`src/rtl/seven_seg_scanner_if.sv`:
```
// Display-side bundle for seven_seg_scanner: BCD/dp capture inputs and the
// multiplexed segment/anode outputs.
interface seven_seg_scanner_if #(
    parameter int NUM_DIGITS = 4
);
    logic [4*NUM_DIGITS-1:0] digits_in;
    logic [NUM_DIGITS-1:0]   dp_in;
    logic                    load;
    logic [6:0]              seg;
    logic                    dp;
    logic [NUM_DIGITS-1:0]   an;
    logic                    frame_done;

    modport master (
        output digits_in, dp_in, load,
        input  seg, dp, an, frame_done
    );

    modport slave (
        input  digits_in, dp_in, load,
        output seg, dp, an, frame_done
    );
endinterface

```
`src/rtl/seven_seg_scanner.sv`:
```
// Time-multiplexed common-anode 7-segment scanner with frame-aligned capture.
// Optional leading-zero suppression is compiled in with LEADING_ZERO_BLANK_EN.
//
//   state    | meaning
//   ST_BLANK | slot start, all anodes off for BLANK_CYCLES (anti-ghosting)
//   ST_SHOW  | anode of digit idx on, segments from the active word
module seven_seg_scanner #(
    parameter int NUM_DIGITS   = 4,
    parameter int REFRESH_DIV  = 50000,
    parameter int BLANK_CYCLES = 500
) (
    input  logic               clk,
    input  logic               rst_n,
    seven_seg_scanner_if.slave bus
);
    localparam int CW = (REFRESH_DIV > 1) ? $clog2(REFRESH_DIV) : 1;
    localparam int IW = $clog2(NUM_DIGITS);
    localparam int DW = 4 * NUM_DIGITS;

    typedef enum logic {ST_BLANK, ST_SHOW} state_t;

    state_t                state;
    logic [CW-1:0]         cnt;
    logic [IW-1:0]         idx;
    logic [DW-1:0]         active;
    logic [DW-1:0]         pending;
    logic [NUM_DIGITS-1:0] active_dp;
    logic [NUM_DIGITS-1:0] pending_dp;
    logic [NUM_DIGITS-1:0] blank_mask;
    logic                  pending_valid;

    logic                  cnt_last;
    logic                  idx_last;
    logic                  boundary;
    logic [CW-1:0]         cnt_nxt;
    logic [IW-1:0]         idx_nxt;
    logic [DW-1:0]         active_nxt;
    logic [NUM_DIGITS-1:0] active_dp_nxt;
    logic [NUM_DIGITS-1:0] blank_nxt;
    int                    show_sel;
    logic [3:0]            show_bcd;
    logic [6:0]            show_seg;
    logic                  show_dp;

    function automatic logic [6:0] seg_lut(input logic [3:0] v);
        case (v)
            4'd0:    seg_lut = 7'h40;
            4'd1:    seg_lut = 7'h79;
            4'd2:    seg_lut = 7'h24;
            4'd3:    seg_lut = 7'h30;
            4'd4:    seg_lut = 7'h19;
            4'd5:    seg_lut = 7'h12;
            4'd6:    seg_lut = 7'h02;
            4'd7:    seg_lut = 7'h78;
            4'd8:    seg_lut = 7'h00;
            4'd9:    seg_lut = 7'h10;
            default: seg_lut = 7'h7F;
        endcase
    endfunction

`ifdef LEADING_ZERO_BLANK_EN
    // Blank zeros from the top digit down; digit 0 and any digit with a lit dp end the run.
    function automatic logic [NUM_DIGITS-1:0] lz_mask(input logic [DW-1:0] bcd,
                                                      input logic [NUM_DIGITS-1:0] dpv);
        logic sup;
        lz_mask = '0;
        sup     = 1'b1;
        for (int i = NUM_DIGITS - 1; i >= 1; i--) begin
            if (sup && bcd[4*i +: 4] == 4'd0 && !dpv[i]) lz_mask[i] = 1'b1;
            else                                       sup        = 1'b0;
        end
    endfunction
`endif

    always_comb begin
        cnt_last = (cnt == CW'(REFRESH_DIV - 1));
        idx_last = (idx == IW'(NUM_DIGITS - 1));
        boundary = cnt_last && idx_last;
        cnt_nxt  = cnt_last ? '0 : cnt + CW'(1);
        idx_nxt  = idx;
        if (cnt_last) idx_nxt = idx_last ? '0 : idx + IW'(1);

        active_nxt    = active;
        active_dp_nxt = active_dp;
        if (boundary) begin
            if (bus.load) begin
                active_nxt    = bus.digits_in;
                active_dp_nxt = bus.dp_in;
            end else if (pending_valid) begin
                active_nxt    = pending;
                active_dp_nxt = pending_dp;
            end
        end

`ifdef LEADING_ZERO_BLANK_EN
        blank_nxt = boundary ? lz_mask(active_nxt, active_dp_nxt) : blank_mask;
`else
        blank_nxt = '0;
`endif

        show_sel = int'(idx_nxt);
        show_bcd = active_nxt[4*show_sel +: 4];
        show_seg = blank_nxt[show_sel] ? 7'h7F : seg_lut(show_bcd);
        show_dp  = ~active_dp_nxt[show_sel];
    end

    always_ff @(posedge clk or negedge rst_n) begin
        if (!rst_n) begin
            state          <= ST_BLANK;
            cnt            <= '0;
            idx            <= '0;
            active         <= '1;
            active_dp      <= '0;
            pending        <= '1;
            pending_dp     <= '0;
            pending_valid  <= 1'b0;
            blank_mask     <= '0;
            bus.an         <= '1;
            bus.seg        <= 7'h7F;
            bus.dp         <= 1'b1;
            bus.frame_done <= 1'b0;
        end else begin
            cnt            <= cnt_nxt;
            idx            <= idx_nxt;
            active         <= active_nxt;
            active_dp      <= active_dp_nxt;
            blank_mask     <= blank_nxt;
            bus.frame_done <= boundary;

            if (bus.load && !boundary) begin
                pending       <= bus.digits_in;
                pending_dp    <= bus.dp_in;
                pending_valid <= 1'b1;
            end else if (boundary) begin
                pending_valid <= 1'b0;
            end

            // Outputs follow the next counter value so they switch on the same edge as the FSM.
            if (cnt_nxt == CW'(BLANK_CYCLES)) begin
                state   <= ST_SHOW;
                bus.an  <= ~(NUM_DIGITS'(1) << idx_nxt);
                bus.seg <= show_seg;
                bus.dp  <= show_dp;
            end else if (cnt_last) begin
                state   <= ST_BLANK;
                bus.an  <= '1;
                bus.seg <= 7'h7F;
                bus.dp  <= 1'b1;
            end
        end
    end
endmodule

```
`src/flat_wrapper.sv`:
```
// flat-port wrapper written by rule: the top's interface ports become plain ports
module seven_seg_scanner_flat 
#(
    parameter int NUM_DIGITS   = 4,
    parameter int REFRESH_DIV  = 50000,
    parameter int BLANK_CYCLES = 500
)
  (clk, rst_n, bus_digits_in, bus_dp_in, bus_load, bus_seg, bus_dp, bus_an, bus_frame_done);
  seven_seg_scanner_if #(.NUM_DIGITS(NUM_DIGITS)) bus_i ();
  input  logic clk;
  input  logic rst_n;
  input wire logic [$bits(bus_i.digits_in)-1:0] bus_digits_in;
  input wire logic [$bits(bus_i.dp_in)-1:0] bus_dp_in;
  input wire logic [$bits(bus_i.load)-1:0] bus_load;
  output wire logic [$bits(bus_i.seg)-1:0] bus_seg;
  output wire logic [$bits(bus_i.dp)-1:0] bus_dp;
  output wire logic [$bits(bus_i.an)-1:0] bus_an;
  output wire logic [$bits(bus_i.frame_done)-1:0] bus_frame_done;
  assign bus_i.digits_in = bus_digits_in;
  assign bus_i.dp_in = bus_dp_in;
  assign bus_i.load = bus_load;
  assign bus_seg = bus_i.seg;
  assign bus_dp = bus_i.dp;
  assign bus_an = bus_i.an;
  assign bus_frame_done = bus_i.frame_done;
  seven_seg_scanner #(.NUM_DIGITS(NUM_DIGITS), .REFRESH_DIV(REFRESH_DIV), .BLANK_CYCLES(BLANK_CYCLES)) u_core (.clk(clk), .rst_n(rst_n), .bus(bus_i));
endmodule
```
`config.mk`:
```
export PLATFORM = sky130hd
export DESIGN_NAME = seven_seg_scanner_flat
export DESIGN_NICKNAME = d
export VERILOG_FILES = /design/src/rtl/seven_seg_scanner_if.sv /design/src/rtl/seven_seg_scanner.sv /design/src/flat_wrapper.sv
export SDC_FILE = /design/constraint.sdc
export NUM_CORES = 1
export LEC_CHECK = 0
export ABC_AREA = 1
export ABC_CLOCK_PERIOD_IN_PS = 5350
export BUFFER_PORTS_ARGS = -buffer_cell sky130_fd_sc_hd__buf_2
export CAP_MARGIN = 30
export CORE_ASPECT_RATIO = 0.5
export CORE_MARGIN = 5
export CORE_UTILIZATION = 30
export DETAILED_ROUTE_END_ITERATION = 8
export SLEW_MARGIN = 25
export SYNTH_ARGS = -nofsm -noshare
export SYNTH_HDL_FRONTEND = slang
export SYNTH_SLANG_ARGS = --single-unit
export TNS_END_PERCENT = 10
```
`constraint.sdc`:
```
create_clock -name clk -period 5.35 [get_ports clk]
set_clock_uncertainty 0.15 [all_clocks]
set_input_delay 0.2675 -clock clk [delete_from_list [all_inputs] [get_ports clk]]
set_output_delay 0.2675 -clock clk [all_outputs]
set_load 0.01 [all_outputs]
```
Word level (Yosys, flattened, before mapping):

Memories as Yosys holds them, arrays and structs flattened.
Cells that the tools add are included.

* $lt $le $gt $ge: 1
* bitwise operators: 2
* equal/unequal tests: 3
* $add $sub $neg: 2
* shift-type cells: 2
* reduce and logical (&&, ||, !) cells: 5
* multiplexer cells: 22

Operator list (count)
* $mux W16: 4
* $mux W7: 3
* $mux W4: 5
* $add A16 B1 Y16 const B: 1
* $eq A16 B16 Y1 const B: 1
* $eq A16 B9 Y1 const B: 1
* $shiftx A16 B5 Y4: 1
* $mux W1: 6
* $bmux W1 S2: 2
* $mux W2: 2
* $not A4 Y4: 1
* $reduce_bool A2 Y1: 2
* $shl A1 B2 Y4 const A: 1
* $lt A2 B3 Y1 const B: 1
* $add A2 B1 Y2 const B: 1
* $eq A2 B2 Y1 const B: 1
* $logic_and A1 B1 Y1: 2
* $logic_not A1 Y1: 1
* $not A1 Y1: 1

* memories kept: 1
* logic and storage cells: 49
* bits in read-only memories: 112
* register bits: 72
* output and inout port bits: 13
* input bits: 23

Memories
* (no name shown): depth 16, width 7, read ports 1, clocked after memory_dff 0, write ports 0, line seven_seg_scanner.sv:46 `case (v)`

Logic depth before layout (Yosys ltp):

Gate-level depths: netlist of the first run.

* depth after elaboration: 7
* gate-level depth with buffers: 19
* depth with buffers taken out: 19

Worst setup path after synthesis of the first run:

No wires, ideal clock.

* path type: register to register
* start point: register u_core.cnt[0]
* end point: register u_core.bus.seg[3]
* data arrival time: 2200 ps
* clock period less this slack: 2426 ps
* data required time: 5124 ps
* setup time: 76 ps
* slack: 2924 ps
* stages on the path, launching flop included: 19
* buffers on the path: 1
* path through: dfrtp_1 > ha_1 > nand3_4 > nor2_4 > nand3_4 > buf_6 > nand2_1 > o21ai_0 > nand2_1 > nand2_1 > nor2_1 > inv_1 > ha_1 > inv_1 > nand3_1 > nand2_1 > nor2_1 > nor2_1 > nor2_1

* longest elaborated chain between the ends: 7
* elaborated cells on any way between the ends: 14
* those cells by class: 1 x add/sub; 2 x eq/ne; 1 x shift; 7 x mux; 2 x reduce/logical; 1 x memory

RTL lines
* start: declaration: line seven_seg_scanner.sv:23 `logic [CW-1:0] cnt;`
* start signal: assignment: line seven_seg_scanner.sv:123 `cnt <= cnt_nxt;`
* $eq A16 B16 Y1: line seven_seg_scanner.sv:76 `cnt_last = (cnt == CW'(REFRESH_DIV - 1));`
* $logic_and A1 B1 Y1: line seven_seg_scanner.sv:78 `boundary = cnt_last && idx_last;`
* $mux W16: line seven_seg_scanner.sv:85 `if (boundary) begin`
* via u_core.active_nxt[0]: line seven_seg_scanner.sv:37 `logic [DW-1:0] active_nxt;`
* $shiftx A16 B5 Y4: line seven_seg_scanner.sv:102 `show_bcd = active_nxt[4*show_sel +: 4];`
* $mem_v2 Z16 W7
* $mux W7: line seven_seg_scanner.sv:103 `show_seg = blank_nxt[show_sel] ? 7'h7F : seg_lut(show_bcd);`
* $mux W7: line seven_seg_scanner.sv:139 `if (cnt_nxt == CW'(BLANK_CYCLES)) begin`
* end signal: assignment: line seven_seg_scanner.sv:142 `bus.seg <= show_seg;`
* end: declaration: line seven_seg_scanner_if.sv:21 `output seg, dp, an, frame_done`

The timed path passes the listed nets, and every way through them passes these cells. The select of a mux whose other input is x is not followed.
A chain may end at the register's enable or synchronous reset.

Worst setup path after layout of the first run:

* start point: register u_core.pending_valid
* end point: register u_core.bus.seg[3]

* longest elaborated chain between the ends: 7

RTL lines
* start: declaration: line seven_seg_scanner.sv:30 `logic pending_valid;`
* start signal: assignment: line seven_seg_scanner.sv:116 `pending_valid <= 1'b0;`
* start signal: assignment: line seven_seg_scanner.sv:133 `pending_valid <= 1'b1;`
* start signal: assignment: line seven_seg_scanner.sv:135 `pending_valid <= 1'b0;`
* $mux W16: line seven_seg_scanner.sv:89 `end else if (pending_valid) begin`
* $mux W16: line seven_seg_scanner.sv:86 `if (bus.load) begin`
* $mux W16: line seven_seg_scanner.sv:85
* via u_core.active_nxt[0]: line seven_seg_scanner.sv:37
* $shiftx A16 B5 Y4: line seven_seg_scanner.sv:102
* $mem_v2 Z16 W7
* $mux W7: line seven_seg_scanner.sv:103
* $mux W7: line seven_seg_scanner.sv:139

The timed path passes the listed nets, and every way through them passes these cells.

==> reports/qor.yml, run 1 <==
floorplanning:
  ioPinCount: 36
  die_area_um2: 17300
  die_y_um: 95.5
  initial_core_util_pct: 30.5
  rows: 31
  die_w_um: 181
  core_area_um2: 14400
detailed_routing:
  antenna_left: 0
  drt-pass1-iter-count: 4
  vias_per_cell: 4.40
  drtIter0Drc: 230
  wl_per_cell_um: 12.4
  drc: 0
  finalWirelength_um: 9960
  vias: 3535
clocking:
  cts_root_buffer: "clkbuf_16"
  cts_buffers: 9
  numClockSinks: 72
  clk_path_buf_depth: 2
  insertion_delay_ns: 0.33
  htree_levels: 3
  cts_setup_buffers: 0
  path_clk_slew_ns: 0.06
  cts_tree: "done"
yosys:
  synth_edf_count: 0
  yosys.area.top_type: "dfstp_2"
  yosys-top-cells-area: "dfstp_2, dfrtp_1, nand2_1, nor2_1, inv_1"
  avgSynthCellArea_um2: 7.77
  synth_common_cells: "nand2_1, nor2_1, inv_1"
  yosys_warnings: 0
  async_flop_share_pct: 100
  netlist_instances: 564
  synth_top_area_share_pct: 26.4
  ys_ff_latch: 72
  yosysUniqueCellTypes: 30
  synth_nets: 595
  yosysMostFrequentCell: "nand2_1"
  ys_seq_area_share_pct: 42.4
  synth_top_flop_cell: "dfstp_2"
  syn_area_um2: 4380
setup_path:
  path_depth: 16
  r2r_end: "u_core.bus.seg[3]$_DFFE_PN1P_"
  end_kind: "flop"
  cp_top_family: "simple AND/OR/NAND/NOR gates"
  cpPeakStageDelay_ns: 0.78
  crit_chain: "inv_1 -> nand2_1 -> a21oi_1 -> a21oi_1 -> o21ai_0 -> nand2_1 -> nand2_1 -> nor2_1 -> inv_1 -> ha_1 -> inv_1 -> nand3_1 -> nand2_1 -> nor2_1 -> nor2_1 -> nor2_1"
  endpoint: "u_core.bus.seg[3]$_DFFE_PN1P_"
  worst_setup_path_start_kind: "flop"
  startpoint: "u_core.pending_valid$_DFFE_PN0P_"
  arrival_ns: 3.15
  critical_path_buf_inv_count: 3
  worstRegToRegCells: 16
  crit_slowest_cell: "dfrtp_1"
  r2r_setup_slack_ns: 2.31
  cp_max_fo: 21
  crit_type: "flop to flop"
  worstReg2RegStart: "u_core.pending_valid$_DFFE_PN0P_"
  cp_data_required_time_ns: 5.46
flow_run:
  maxCapViolations: 0
global_routing:
  grt_pass1_wl_um: 16500
  grtUsageTotal_pct: 11.9
  grt_max_degree: 73
  antenna_found_initial: 0
  overflow: 0
  first_global_vias: 3362
power_and_ir_drop:
  power.leakage_nw: 2.52
  power.density_nw_per_um2: 245
  vdd_drop_max_mv: 0.142
sta:
  setup_ws_ns: 2.31
  finalHoldViolCount: 0
  report.final.slew_viol_count: 0
  min_period_over_period_pct: 56.8
  max_freq_mhz: 329
  finalSetupTns_ns: 0
  relSlewSlack_pct: 54.9
  setup_viol: 0
  fin_crit_ns: 3.04
  rsz0062_at_grt: "no"
  worst_slew_pin_slew_ns: 0.677
hold_path:
  hp-class: "input port to flop"
  min_from: "bus_digits_in[11]"
finish:
  fill_cells: 1491
  drive_gt1_share_pct: 28.9
  nNetsFinal: 632
  final_cells: 804
  num_antenna_cells: 0
  area_growth_syn_to_layout_pct: 15.8
status:
  status: "completed"
placement:
  placed_cells: 786
  gp_congestion: 0.898
  portBuffers: 35
  dp_hpwl_um: 7330
  pre_cts_slack_ns: 2.30
[kinds of logic (layout without fill, tap and decap cells)]
| group | after synthesis | after routing | synth area share, % |
|---|---|---|---|
| adders and majority gates | 8 | 8 | 2.28 |
| AOI/OAI and AO/OA | 62 | 62 | 7.62 |
| xor gates and xnor gates | 6 | 6 | 1.20 |
| and+or+nand+nor | 318 | 318 | 35.1 |
| buffers and inverters | 83 | 125 | 7.62 |
| muxes | 15 | 15 | 3.85 |
| DFF | 72 | 72 | 42.4 |
[routing by layer]
layer  part of all wire, %  GRT usage, %
met1                    49          15.5
met4                   1.1          3.75
met2                    48          19.7
met5                     0             0
met3                   2.1          2.86
[state kept, by name, summed over array words and instances (netlist names)]
register and cells:
u_core.active 16, u_core.cnt 16, u_core.pending 16, u_core.bus.seg 7, u_core.active_dp 4, u_core.bus.an 4, u_core.pending_dp 4, u_core.idx 2
u_core.bus.dp 1, u_core.bus.frame_done 1, u_core.pending_valid 1
[worst min path at each step]
stage	endpoint	slack, ns	depth (start not counted)
6_report	u_core.pending[11]$_DFFE_PN1P_	0.03	2
5_1_grt	u_core.pending[0]$_DFFE_PN1P_	0.02	2
4_1_cts	u_core.pending[1]$_DFFE_PN1P_	0.02	2
3_5_place_dp	u_core.pending_dp[1]$_DFFE_PN0P_	0.32	2
3_3_place_gp	u_core.pending_dp[1]$_DFFE_PN0P_	0.32	2
2_1_floorplan	u_core.active_dp[0]$_DFF_PN0_	-0.18	0
[cell usage in the layout (no fill, tap or decap), types with 6 or more instances in the layout]
cell       netlist  final
o21ai_0         17     17
inv_2            8      8
xor2_1           6      6
nand2_1        156    156
clkbuf_16        0     11
mux2_2          15     15
buf_2            6     35
dfrtp_1         28     28
nand2_2         21     21
inv_1           63     63
ha_1             8      8
nor2_2           6      6
nor2_4          15     15
nand3_1         35     35
dfstp_2         44     44
a21oi_1         32     32
nor2_1          68     68
[per-stage QoR]
stage	utilization [%]	total power [W]	hold WS, ns	area [µm²]
after detailed placement	33.0	0.000654	0.324	4750
after global placement	33.0	0.000654	0.318	4750
after global routing	35.3	0.00130	0.0244	5080
after floorplan	-	0.000624	-0.178	4380
after CTS	35.1	0.00126	0.0167	5050
final	35.3	0.00124	0.0325	5080
[cell type report]
class | instances | area (µm²) | area share (%)
Clock buffer | 12 | 279 | 5.50
Tap cell | 198 | 248 | 4.88
Timing Repair Buffer | 38 | 211 | 4.16
Inverter | 71 | 267 | 5.25
Multi-Input combinational cell | 409 | 2190 | 43.2
Sequential cell | 72 | 1860 | 36.6
Clock inverter | 4 | 23.8 | 0.468
[power breakdown]
part	internal, W	total [W]	switching, W
combinational	0.0000295	0.0000692	0.0000396
clock	0.000369	0.000597	0.000228
sequential	0.000570	0.000578	0.00000785
[timing repair]
action / in CTS / in global routing
hold buffers: 0 / 1
hold endpoints to repair: 0 / 28
gates resized for setup: 0 / 0
No activity file was read; power rests on OpenSTA's default activity.
==> inputs of run 2 (changes only) <==
Settings changed: ABC_AREA 1 to 0, ABC_CLOCK_PERIOD_IN_PS 5350 to 2800.
Clock period 5.35 ns to 2.8 ns, I/O delays scaled along.
==> run 2 against run 1 <==
Against the previous run: the run now ends with setup timing left; setup slack worse by 2.9 ns; register-to-register slack worse by 2.9 ns; via count down 9.8%; non-clock buffer count grew 87; wire length shrank 3.4%; synthesized area is 15% lower; sequential share of layout area fell by 0.78 points; count of clock-buffer cells in the layout shrank 1; critical endpoint is now u_core.bus.seg[6]$_DFFE_PN1P_.
==> reports/qor.yml, run 2 <==
yosys:
  avgSynthCellArea_um2: 10.5  # was 7.77 µm²
  synth_top_flop_cell: "dfstp_2"  # unchanged
  async_flop_share_pct: 100  # unchanged
  syn_area_um2: 3740  # was 4380 µm²
  yosysMostFrequentCell: "dfstp_2"  # was nand2_1
  synth_common_cells: "dfstp_2, nand3_1, nand2_1"  # was nand2_1, nor2_1, inv_1
  ys_seq_area_share_pct: 49.6  # was 42.4%
  yosys_warnings: 0  # unchanged
  yosys.area.top_type: "dfstp_2"  # unchanged
  netlist_instances: 357  # was 564
  synth_edf_count: 0  # unchanged
  synth_top_area_share_pct: 30.9  # was 26.4%
  yosysUniqueCellTypes: 52  # was 30
  ys_ff_latch: 72  # unchanged
  synth_nets: 388  # was 595
  yosys-top-cells-area: "dfstp_2, dfrtp_1, mux2_2, nand3_1, a32oi_1"  # was dfstp_2, dfrtp_1, nand2_1, nor2_1, inv_1
placement:
  gp_congestion: 0.845  # was 0.898
  dp_hpwl_um: 6690  # was 7330 µm
  portBuffers: 35  # unchanged
  placed_cells: 604  # was 786
setup_path:
  r2r_setup_slack_ns: -0.57  # was 2.31 ns
  arrival_ns: 3.48  # was 3.15 ns
  worstRegToRegCells: 15  # was 16
  crit_type: "flop to flop"  # unchanged
  cp_common_cell: "buf_4"
  worst_setup_path_start_kind: "flop"  # unchanged
  worstReg2RegStart: "u_core.cnt[11]$_DFF_PN0_"  # was u_core.pending_valid$_DFFE_PN0P_
  cpPeakStageDelay_ns: 0.53  # was 0.78 ns
  cp_data_required_time_ns: 2.91  # was 5.46 ns
  cp_max_fo: 4  # was 21
  endpoint: "u_core.bus.seg[6]$_DFFE_PN1P_"  # was u_core.bus.seg[3]$_DFFE_PN1P_
  crit_chain: "buf_6 -> or4b_4 -> nor4_4 -> buf_4 -> mux2i_4 -> buf_4 -> inv_2 -> nor2_4 -> buf_4 -> a221oi_4 -> inv_2 -> ha_2 -> mux2_4 -> nor2_4 -> nor2_2"  # was inv_1 -> nand2_1 -> a21oi_1 -> a21oi_1 -> o21ai_0 -> nand2_1 -> nand2_1 -> nor2_1 -> inv_1 -> ha_1 -> inv_1 -> nand3_1 -> nand2_1 -> nor2_1 -> nor2_1 -> nor2_1
  crit_slowest_cell: "or4b_4"  # was dfrtp_1
  startpoint: "u_core.cnt[11]$_DFF_PN0_"  # was u_core.pending_valid$_DFFE_PN0P_
  end_kind: "flop"  # unchanged
  r2r_end: "u_core.bus.seg[6]$_DFFE_PN1P_"  # was u_core.bus.seg[3]$_DFFE_PN1P_
status:
  status: "complete, but fails checks"  # was completed
  violations: "setup timing"
finish:
  area_growth_syn_to_layout_pct: 38.6  # was 15.8%
  final_cells: 645  # was 804
  drive_gt1_share_pct: 45.0  # was 28.9%
  nNetsFinal: 506  # was 632
  final_common_cell: "buf_4"  # was nand2_1
  layout_common_cells: "buf_4, dfstp_2, nand3_1"  # was nand2_1, nor2_1, inv_1
  num_antenna_cells: 0  # unchanged
  top_regs: "u_core.active (16), u_core.cnt (16), u_core.pending (16)"  # unchanged
sta:
  worst_slew_pin_slew_ns: 0.450  # was 0.677 ns
  setup_ws_ns: -0.566  # was 2.31 ns
  setup_viol: 8  # was 0
  report.final.slew_viol_count: 0  # unchanged
  rsz0062_at_grt: "yes"  # was no
  timing.hold.ws_ns: 0.0195  # was 0.0325 ns
  max_freq_mhz: 297  # was 329 MHz
  min_period_over_period_pct: 120  # was 56.8%
  finalSetupTns_ns: -3.79  # was 0 ns
  fin_crit_ns: 3.37  # was 3.04 ns
  relSlewSlack_pct: 69.8  # was 54.9%
  finalHoldViolCount: 0  # unchanged
power_and_ir_drop:
  power.leakage_nw: 2.23  # was 2.52 nW
  p_total_w: 0.00234  # was 0.00124 W
  power.density_nw_per_um2: 451  # was 245 nW/µm²
  vdd_drop_max_mv: 0.248  # was 0.142 mV
clocking:
  htree_levels: 3  # unchanged
  cts_tree: "done"  # unchanged
  insertion_delay_ns: 0.34  # was 0.33 ns
  cts_root_buffer: "clkbuf_16"  # unchanged
  clk_path_buf_depth: 2  # unchanged
  numClockSinks: 72  # unchanged
  path_clk_slew_ns: 0.06  # about the same
  cts_buffers: 9  # unchanged
detailed_routing:
  drc: 0  # unchanged
  vias: 3188  # was 3535
  drtIter0Drc: 214  # was 230
  antenna_left: 0  # unchanged
  vias_per_cell: 4.94  # was 4.40
  finalWirelength_um: 9620  # was 9960 µm
  wl_per_cell_um: 14.9  # was 12.4 µm
  drt-pass1-iter-count: 4  # unchanged
floorplanning:
  core_area_um2: 12000  # was 14400 µm²
  die_y_um: 89.0  # was 95.5 µm
  ioPinCount: 36  # unchanged
  die_area_um2: 14900  # was 17300 µm²
  die_w_um: 168  # was 181 µm
  rows: 28  # was 31
  initial_core_util_pct: 31.1  # was 30.5%
flow_run:
  maxCapViolations: 0  # unchanged
global_routing:
  antenna_found_initial: 0  # unchanged
  grt_pass1_wl_um: 16100  # was 16500 µm
  overflow: 0  # unchanged
  first_global_vias: 3176  # was 3362
  grtUsageTotal_pct: 13.6  # was 11.9%
  grt_max_degree: 73  # unchanged
hold_path:
  hp-class: "input port to flop"  # unchanged
  min_from: "bus_load"  # was bus_digits_in[11]
[run 2: cell type report]
type                            count  area, µm²
Tap cell                          165        206
Inverter                            7       27.5
Sequential cell                    72       1860
Timing Repair Buffer              125        920
Clock buffer                       11        253
Clock inverter                      5       38.8
Multi-Input combinational cell    260       1890
Fill cell                        1134       6830
[run 2: timing repair]
action	in CTS	in global routing
setup buffers	0	4
pin swaps	0	12
setup endpoints to repair	8	12
hold buffers	21	0
endpoints found under the hold margin	82	0
resized for setup	1	19
[run 2: worst min-delay path by stage]
stage / cells past startpoint / to
floorplan: 0 / u_core.active_dp[0]$_DFF_PN0_
global route: 3 / u_core.active[12]$_DFF_PN1_
CTS: 3 / u_core.active[12]$_DFF_PN1_
detailed placement: 2 / u_core.cnt[1]$_DFF_PN0_
global placement: 2 / u_core.cnt[1]$_DFF_PN0_
finish: 3 / u_core.active[12]$_DFF_PN1_
[run 2: metrics by stage]
| stage | worst slack [ns] | util [%] | cell area [µm²] |
|---|---|---|---|
| floorplan | -0.567 | - | 3780 |
| global placement | -0.581 | 38.1 | 4580 |
| detailed placement | -0.620 | 38.1 | 4580 |
| CTS | -0.540 | 42.3 | 5080 |
| global route | -0.731 | 43.2 | 5190 |
| finish | -0.566 | 43.2 | 5190 |
[run 2: cell families (layout without fill, tap and decap cells)]
group	count (synthesis)	after routing	share of synthesized area, %
AND/OR/NAND/NOR	147	147	21.3
flip-flops	72	72	49.6
AO/OA/AOI/OAI	63	63	12.2
XOR/XNOR	15	15	3.51
multiplexers	27	27	7.92
adder cells (fa/ha/maj)	8	8	2.67
buffers and inverters	25	148	2.77
[run 2: where the power goes]
group,leakage [nW],switching (W),internal (W)
Sequential,0.823,0.0000148,0.00109
Clock,0.139,0.000463,0.000653
Combinational,1.27,0.0000564,0.0000648
[run 2: metal layers]
layer	vias up	GRT usage (%)	wire length, µm
li1	1551	-	-
met1	1581	18.1	4720
met2	40	21.8	4430
met3	16	3.27	290
met4	0	5.38	180
met5	-	0	0
[run 2: critical path, delay by kind of cell (launching register included)]
family,cells,cell delay (ns)
buf+inv,6,0.79
mux,2,0.38
flops,1,0.38
simple gates,5,1.02
compound gates,1,0.36
fa+ha+maj,1,0.20
==> inputs of run 3 (changes only) <==
Settings changed: CORE_ASPECT_RATIO 0.5 to 0.8.
==> run 3 against run 2 <==
Against the previous run: the run still ends with setup timing left; via count grew 1.2%; non-clock buffer count grew 11; first-iteration DRC count shrank 9.3%; utilization grew 0.23 points; fmax grew 4.1%; combinational power is essentially flat; count of clock-buffer cells in the layout is the same; clock power grew 4%; cell area grew 2.1%; cell count grew 2.6%; setup slack gained 0.13 ns; die area shrank 0.81%; largest power group unchanged; highest routed layer unchanged.
==> reports/qor.yml, run 3 (same netlist as run 2, synthesis figures left out) <==
placement:
  gp_congestion: 0.857  # was 0.845
  place_area_um2: 4640  # was 4580 µm²
  dp_hpwl_um: 7060  # was 6690 µm
  portBuffers: 35  # unchanged
clocking:
  cts_tree: "done"  # unchanged
  numClockSinks: 72  # unchanged
  insertion_delay_ns: 0.34  # about the same
  cts_root_buffer: "clkbuf_16"  # unchanged
  path_clk_slew_ns: 0.06  # about the same
  cts_buffers: 9  # unchanged
  clk_path_buf_depth: 2  # unchanged
  htree_levels: 3  # unchanged
finish:
  final_common_cell: "buf_4"  # unchanged
  nNetsFinal: 517  # was 506
  layout_common_cells: "buf_4, dfstp_2, nand3_1"  # unchanged
  num_antenna_cells: 0  # unchanged
  top_regs: "u_core.active (16), u_core.cnt (16), u_core.pending (16)"  # unchanged
  area_growth_syn_to_layout_pct: 41.6  # was 38.6%
  drive_gt1_share_pct: 46.0  # was 45.0%
  final_area_um2: 5300  # was 5190 µm²
detailed_routing:
  top_layer: "met4"  # unchanged
  wl_met2_um: 4690  # was 4430 µm
  drc: 0  # unchanged
  vias_per_cell: 4.87  # was 4.94
  wl_per_cell_um: 15.0  # was 14.9 µm
  drt-pass1-iter-count: 4  # unchanged
  met1_length_um: 4700  # was 4720 µm
  dr_wl_met3_um: 387  # was 290 µm
  finalWirelength_um: 9940  # was 9620 µm
  vias: 3226  # was 3188
  drtIter0Drc: 194  # was 214
  antenna_left: 0  # unchanged
global_routing:
  grtUsageTotal_pct: 14.6  # was 13.6%
  first_global_vias: 3439  # was 3176
  antenna_found_initial: 0  # unchanged
  grt_pass1_wl_um: 17100  # was 16100 µm
  overflow: 0  # unchanged
  grt_max_degree: 73  # unchanged
floorplanning:
  die_area_um2: 14800  # was 14900 µm²
  core_area_um2: 12200  # was 12000 µm²
  initial_core_util_pct: 30.7  # was 31.1%
  ioPinCount: 36  # unchanged
  rows: 36  # was 28
  die_w_um: 135  # was 168 µm
  die_y_um: 110  # was 89.0 µm
sta:
  setup_viol: 7  # was 8
  finalHoldViolCount: 0  # unchanged
  setup_ws_ns: -0.434  # was -0.566 ns
  relSlewSlack_pct: 70.1  # was 69.8%
  report.final.slew_viol_count: 0  # unchanged
  timing.hold.ws_ns: 0.0545  # was 0.0195 ns
  max_freq_mhz: 309  # was 297 MHz
  min_period_over_period_pct: 116  # was 120%
  worst_slew_pin_slew_ns: 0.445  # was 0.450 ns
  rsz0062_at_grt: "yes"  # unchanged
  fin_crit_ns: 3.23  # was 3.37 ns
power_and_ir_drop:
  pwr-share-comb_pct: 5.1  # was 5.2%
  p_sw_share_pct: 21.9  # was 22.8%
  power_switching_w: 0.000523  # was 0.000534 W
  power_frac_seq_pct: 46.3  # was 47.2%
  power.density_nw_per_um2: 452  # was 451 nW/µm²
  power.leakage_nw: 2.29  # was 2.23 nW
  vdd_drop_max_mv: 0.264  # was 0.248 mV
  intPower_w: 0.00187  # was 0.00181 W
  p_clk_share_pct: 48.6  # was 47.7%
setup_path:
  end_kind: "flop"  # unchanged
  worst_setup_path_start_kind: "flop"  # unchanged
  crit_type: "flop to flop"  # unchanged
  cpPeakStageDelay_ns: 0.57  # was 0.53 ns
  critical_path_buf_inv_count: 3  # was 6
  arrival_ns: 3.35  # was 3.48 ns
  crit_chain: "or4bb_4 -> nor4_4 -> buf_4 -> mux2i_4 -> buf_4 -> nor2_4 -> a22o_1 -> a221oi_4 -> inv_1 -> ha_2 -> mux2_4 -> nor2_1 -> nor2_1"  # was buf_6 -> or4b_4 -> nor4_4 -> buf_4 -> mux2i_4 -> buf_4 -> inv_2 -> nor2_4 -> buf_4 -> a221oi_4 -> inv_2 -> ha_2 -> mux2_4 -> nor2_4 -> nor2_2
  cp_top_family: "simple AND/OR/NAND/NOR gates"  # unchanged
  cp_max_fo: 4  # unchanged
  r2r_setup_slack_ns: -0.43  # was -0.57 ns
  crit_slowest_cell: "or4bb_4"  # was or4b_4
  cp_data_required_time_ns: 2.92  # was 2.91 ns
hold_path:
  hp-class: "input port to flop"  # unchanged
status:
  violations: "setup timing"  # unchanged
  status: "complete, but fails checks"  # unchanged
flow_run:
  maxCapViolations: 0  # unchanged
## run 3: cell count changes in the layout (fill, tap and decap cells not counted), sizes merged
cell,previous run,this run
inv,8,7
buf,104,115
bufinv,0,1
## run 3: stage by stage
stage | std cells | utilization (%) | total power [W] | TNS [ns] | worst slack [ns]
4_1_cts | 656 | 42.8 | 0.00242 | -2.78 | -0.444
3_5_place_dp | 615 | 38.0 | 0.00123 | -3.11 | -0.467
2_1_floorplan | 357 | - | 0.00116 | -3.20 | -0.567
5_1_grt | 662 | 43.4 | 0.00248 | -4.43 | -0.591
6_report | 662 | 43.4 | 0.00239 | -2.78 | -0.434
3_3_place_gp | 615 | 38.0 | 0.00122 | -2.59 | -0.415
## run 3: worst paths after layout
kind                                                       start                          endpoint  cells after the start
worst max-delay path                    u_core.cnt[12]$_DFF_PN0_     u_core.bus.seg[6]$_DFFE_PN1P_                     13
worst min-delay path                                    bus_load     u_core.active_dp[2]$_DFF_PN0_                      2
worst max register to register          u_core.cnt[12]$_DFF_PN0_     u_core.bus.seg[6]$_DFFE_PN1P_                     13
worst min register to register  u_core.pending_dp[2]$_DFFE_PN0P_  u_core.pending_dp[2]$_DFFE_PN0P_                      1
max in group asynchronous                                  rst_n    u_core.pending[10]$_DFFE_PN1P_                      3
min in group asynchronous                                  rst_n   u_core.bus.frame_done$_DFF_PN0_                      3
## run 3: power groups by stage
stage | clock [W] | sequential (W) | combinational [W]
global route | 0.00124 | 0.00111 | 0.000137
global placement | 0 | 0.00112 | 0.0000982
finish | 0.00116 | 0.00111 | 0.000123
CTS | 0.00119 | 0.00111 | 0.000126
detailed placement | 0 | 0.00112 | 0.000103
floorplan | 0 | 0.00111 | 0.0000439
## run 3: layer usage
| layer | up-vias | global-route usage [%] |
|---|---|---|
| met5 | - | 0 |
| met4 | 0 | 5.67 |
| met3 | 14 | 3.29 |
| met2 | 62 | 23.4 |
| met1 | 1572 | 19.2 |
| li1 | 1578 | - |
## run 3: repair_timing
| action | in CTS | in global routing |
|---|---|---|
| setup endpoints to repair | 8 | 12 |
| hold buffers | 21 | 0 |
| resized for setup | 11 | 9 |
| setup buffers | 4 | 6 |
| cloned | 0 | 0 |
| pin swaps | 11 | 10 |
| endpoints found under the hold margin | 100 | 0 |
## run 3: layout make-up
type	count	area, µm²
Clock buffer	11	243
Clock inverter	5	56.3
Fill cell	1149	6910
Inverter	7	27.5
Multi-Input combinational cell	260	1880
Sequential cell	72	1860
Tap cell	171	214
Timing Repair Buffer	136	1020
